`src/rtl/rr_arb_node.sv`:
```
// rr_arb_node: round-robin N:1 arbiter feeding one registered valid/ready output stage.
// Define RR_ARB_PKT_LOCK_EN to hold the grant on one requester until it presents its last beat.
module rr_arb_node #(
    parameter  int N     = 4,
    parameter  int WIDTH = 32,
    localparam int IDXW  = $clog2(N)
) (
    input  logic               clk,
    input  logic               rst_n,
    input  logic [N*WIDTH-1:0] data_in,
    input  logic [N-1:0]       valid_up_in,
    output logic [N-1:0]       ready_up_out,
    output logic [WIDTH-1:0]   data_out,
    output logic               valid_down_out,
    input  logic               ready_down_in,
    output logic [IDXW-1:0]    grant_idx
`ifdef RR_ARB_PKT_LOCK_EN
    ,
    input  logic [N-1:0]       last_up_in,
    output logic               last_down_out
`endif
);
    logic [IDXW-1:0]  ptr_q, ptr_d, scan_w, w, idx_q;
    logic             scan_any, any, load_en, up_fire, valid_q;
    logic [WIDTH-1:0] data_q;

    // Scan from the highest offset down so the first valid index after ptr wins.
    always_comb begin
        logic [IDXW:0] s;
        s        = '0;
        scan_w   = '0;
        scan_any = 1'b0;
        for (int k = N - 1; k >= 0; k--) begin
            s = {1'b0, ptr_q} + (IDXW+1)'(k);
            s = (s >= (IDXW+1)'(N)) ? s - (IDXW+1)'(N) : s;
            if (valid_up_in[s[IDXW-1:0]]) begin
                scan_w   = s[IDXW-1:0];
                scan_any = 1'b1;
            end
        end
    end

`ifdef RR_ARB_PKT_LOCK_EN
    typedef enum logic {IDLE, LOCKED} state_e;
    state_e          state_q;
    logic [IDXW-1:0] lock_q;
    logic            last_q;

    assign w   = (state_q == LOCKED) ? lock_q : scan_w;
    assign any = (state_q == LOCKED) ? valid_up_in[lock_q] : scan_any;

    always_ff @(posedge clk or negedge rst_n) begin
        if (!rst_n) begin
            state_q <= IDLE;
            lock_q  <= '0;
            last_q  <= 1'b0;
        end else if (up_fire) begin
            state_q <= last_up_in[w] ? IDLE : LOCKED;
            lock_q  <= w;
            last_q  <= last_up_in[w];
        end
    end

    assign last_down_out = last_q;
`else
    assign w   = scan_w;
    assign any = scan_any;
`endif

    assign load_en      = ~valid_q | ready_down_in;
    assign up_fire      = any & load_en;
    assign ready_up_out = (up_fire & rst_n) ? ({{(N-1){1'b0}}, 1'b1} << w) : '0;
    assign ptr_d        = (w == IDXW'(N - 1)) ? '0 : w + 1'b1;

    // While locked w is the locked index, so ptr settles at lock_idx+1 on exit.
    always_ff @(posedge clk or negedge rst_n) begin
        if (!rst_n) begin
            data_q  <= '0;
            valid_q <= 1'b0;
            idx_q   <= '0;
            ptr_q   <= '0;
        end else if (up_fire) begin
            data_q  <= data_in[int'(w)*WIDTH +: WIDTH];
            valid_q <= 1'b1;
            idx_q   <= w;
            ptr_q   <= ptr_d;
        end else if (ready_down_in) begin
            valid_q <= 1'b0;
        end
    end

    assign data_out       = data_q;
    assign valid_down_out = valid_q;
    assign grant_idx      = idx_q;
endmodule
```
`config.mk`:
```
export PLATFORM = sky130hd
export DESIGN_NAME = rr_arb_node
export DESIGN_NICKNAME = d
export VERILOG_FILES = /design/src/rtl/rr_arb_node.sv
export SDC_FILE = /design/constraint.sdc
export NUM_CORES = 1
export LEC_CHECK = 0
export ABC_AREA = 1
export CORE_MARGIN = 1.5
export CORE_UTILIZATION = 42
export DETAILED_ROUTE_END_ITERATION = 6
export PLACE_DENSITY = 0.95
export SYNTH_ARGS = -nofsm -noshare
export SYNTH_HDL_FRONTEND = slang
export SYNTH_SLANG_ARGS = --single-unit
```
`constraint.sdc`:
```
create_clock -name clk -period 4.6 [get_ports clk]
set_input_delay 0.69 -clock clk [delete_from_list [all_inputs] [get_ports clk]]
set_output_delay 0.69 -clock clk [all_outputs]
set_load 0.02 [all_outputs]
```
==> summary by stage <==
Status
The flow ran to the end, and the final reports show no timing, DRC or antenna violations.

Routing
The overall via count from detail_route is 3732. The count of nets left with antenna violations once routing finished came out at 0. The first detailed-routing pass took 4 iterations. In the routed design, unresolved DRC markers number 0. Dividing the detail-routed wire length by the instance count gives 13.1 um. The first routing iteration left 148 violations. Wires add up to 9960 um.

The detailed-route vias per instance is 4.90.

Hold path
The path class of the tightest hold or removal check is in -> async.

Synthesis
Synthesis produced a netlist with a net count of 644. The area share of the largest cell type after synthesis is 30.2%. The biggest area consumer among synthesized cells is sky130_fd_sc_hd__dfrtp_1. Summing the sequential cell areas from Yosys gives 30.2% of the chip area. After synthesis, the cell types taking the most area are sky130_fd_sc_hd__dfrtp_1, sky130_fd_sc_hd__nand2_1, sky130_fd_sc_hd__nand3_1, sky130_fd_sc_hd__inv_1, sky130_fd_sc_hd__o211ai_1. The post-synthesis cell area is 3060 um^2. The post-synthesis register bit count is 37. Averaged over all synthesized cells, the footprint is 6.02 um^2. The proportion of synthesized flip-flops having asynchronous set or reset is 100%. The distinct cell type count after synthesis is 25. The synthesized instance count is 509. Ranked by instance count, the synthesized netlist is headed by sky130_fd_sc_hd__nand2_1, sky130_fd_sc_hd__inv_1, sky130_fd_sc_hd__nand3_1, sky130_fd_sc_hd__dfrtp_1, sky130_fd_sc_hd__buf_2.

Counting flops with a built-in enable in the synthesized netlist gives 0. The main flop type after synthesis is sky130_fd_sc_hd__dfrtp_1. Yosys printed 0 warnings. The most frequently used cell type in the post-synthesis netlist is sky130_fd_sc_hd__nand2_1.

Setup path
STA puts the critical path data required time at 3.91 ns. The worst endpoint data arrival time is 3.15 ns. By startpoint and endpoint, the worst setup path is classified as in -> out. Walking the worst path, the cells encountered are clkdlybuf4s50_1 -> inv_1 -> nand2_1 -> nand3_1 -> nand2_1 -> nand3_2 -> nand3_4 -> nand2_4 -> inv_2 -> nor3_1 -> clkdlybuf4s50_1.

The kind of end point of the critical path is an output pin. The critical path launch point type is an input port. The kind of cell with the highest combined delay along the critical path is simple AND/OR/NAND/NOR gates. In this run the worst path has a maximum fanout of 37.

The standard cell with the maximum stage delay on the critical path is sky130_fd_sc_hd__clkdlybuf4s50_1. The sum of buffers and inverters on the critical path is 4. The delay of the slowest cell on the worst path is 0.65 ns.

Clock tree
The tree is rooted in a sky130_fd_sc_hd__clkbuf_8. The TritonCTS clock tree is built. The maximum clock insertion buffer count is 2. The level count of the clock H-tree is 2. The count of hold-fix buffers inserted at cts is 0. The number of buffers added by the clock tree synthesis step is 5. The number of setup buffers added after CTS is 0. CTS saw 37 sinks.

The number of cells upsized or downsized after cts is 0. The clock latency on the worst-skew pair is 0.28 ns. After clock tree synthesis, the clock-pin slew on the worst setup and hold paths is 0.07 ns.

Timing
The top achievable clock speed is 260 MHz. At the pin with the least slew margin, the transition time is 0.813 ns. The final setup violation count is 0. The worst hold-check slack is 0.456 ns. The number of max-slew violations in the final report is 0. Setup repair after global routing left no endpoint under its margin. The clock tree skew after final layout is 0.00933 ns. The post-route fraction of the period consumed by the critical path is 83.5%. The number of endpoints with negative hold slack in the final report is 0. For the final routed database, the setup TNS stands at 0 ns. The worst relative slew slack is 45.8%. The worst path needs 3.84 ns of the cycle, external delays included.

Die
The die covers 7820 um^2. The die span in y is 88.4 um. The floorplan core area is 6910 um^2. For this configuration, the core starts out at a cell density of 44.4%. During I/O placement, the number of pins put on the boundary was 174. The chip width is 88.4 um. In this run the core area contains 30 standard-cell rows.

Global routing
The overall overflow remaining after global route is 0. The initial antenna violation count is 0. The via count of the first global-routing pass is 3639. The maximum number of pins on one net before global-route repair is 93.

The wire length of the first global-routing pass is 15800 um. The overall track demand over capacity in global routing is 25.6%.

Placed design
The final RePlAce weighted congestion is 0.861. The number of I/O port buffers is 173. The placed wire-length estimate after detailed placement is 7620 um.

Cells and area
The count of filler cells inserted in the layout is 589. The number of nets in the layout is 799. The number of inserted diodes is 0. In the final layout, the share of cells above drive strength 1 is 3.76%.

Compared with the post-synthesis result, the final layout area differs by 57.9%.

Power
After layout, the design draws a total of 3.39 mW. The total power divided by cell area is 701 nW/um^2. The leakage power summed over all cells is 2.53 nW. The worst-case IR drop observed on VDD is 0.605 mV.

Flow run
The max-capacitance violation count is 0.
-- cells by family after synthesis --
logic type             count (synthesis)  synth area share [%]
AND/OR/NAND/NOR                      311                  45.4
AO/OA/AOI/OAI                         19                  4.45
XOR/XNOR                               1                 0.286
buffers and inverters                141                  19.7
flip-flops                            37                  30.2
-- path summary, 6_finish.rpt --
check / startpoint / endpoint / slack [ns] / cells after the start
setup / recovery: valid_up_in[3] / ready_up_out[3] / 0.76 / 11
hold / removal: rst_n / valid_down_out / 0.46 / 2
setup reg to reg: ptr_q[0] / data_out[9] / 1.56 / 14
hold reg to reg: data_out[11] / data_out[11] / 0.49 / 2
max in group asynchronous: rst_n / data_out[4] / 3.79 / 2
min in group clk: data_out[11] / data_out[11] / 0.49 / 2
-- metrics by stage --
step	instances	utilization (%)	worst slack [ns]	area [um^2]
2_1_floorplan	509	-	1.84	3060
3_3_place_gp	753	68.9	0.956	4760
3_5_place_dp	753	68.9	0.787	4760
4_1_cts	761	70.1	0.783	4840
5_1_grt	761	70.1	0.558	4840
6_report	761	70.1	0.758	4840
-- where the power goes --
part	internal, mW	switching, mW	leakage, nW
sequential	0.509	0.116	0.446
clock	0.108	0.107	0.0395
combinational	0.957	1.59	2.05
-- placed cells by master (no fill, tap or decap), drive strengths merged --
master	count
o211ai	15
o21ai	4
nand2	178
clkinv	1
nor2	6
inv	111
nand3	108
or2	14
clkdlybuf4s50	172
buf	5
dfrtp	37
nor3	4
xnor2	1
clkbuf	8
nand4	1
-- registers in the layout, summed over array words and instances, names as in the netlist --
signal and count:
data_out 32, grant_idx 2, ptr_q 2, valid_down_out 1
-- layout make-up --
type                    instances  area [um^2]  share of cell area, %
inverters                     112          420                   8.69
clock buffers                   8         80.1                   1.66
flip-flops and latches         37          926                   19.1
multi-input cells             331         1540                   31.7
well taps                      96          120                   2.48
repair buffers                177         1760                   36.3
-- routing by layer --
layer / global-route usage (%) / vias to the layer above / routed length (um)
met4: 11.1 / 0 / 281
li1: - / 1853 / -
met3: 4.85 / 32 / 748
met5: 0 / - / 0
met2: 47.7 / 180 / 5150
met1: 28.2 / 1667 / 3780
No activity file was read; power rests on OpenSTA's default activity.
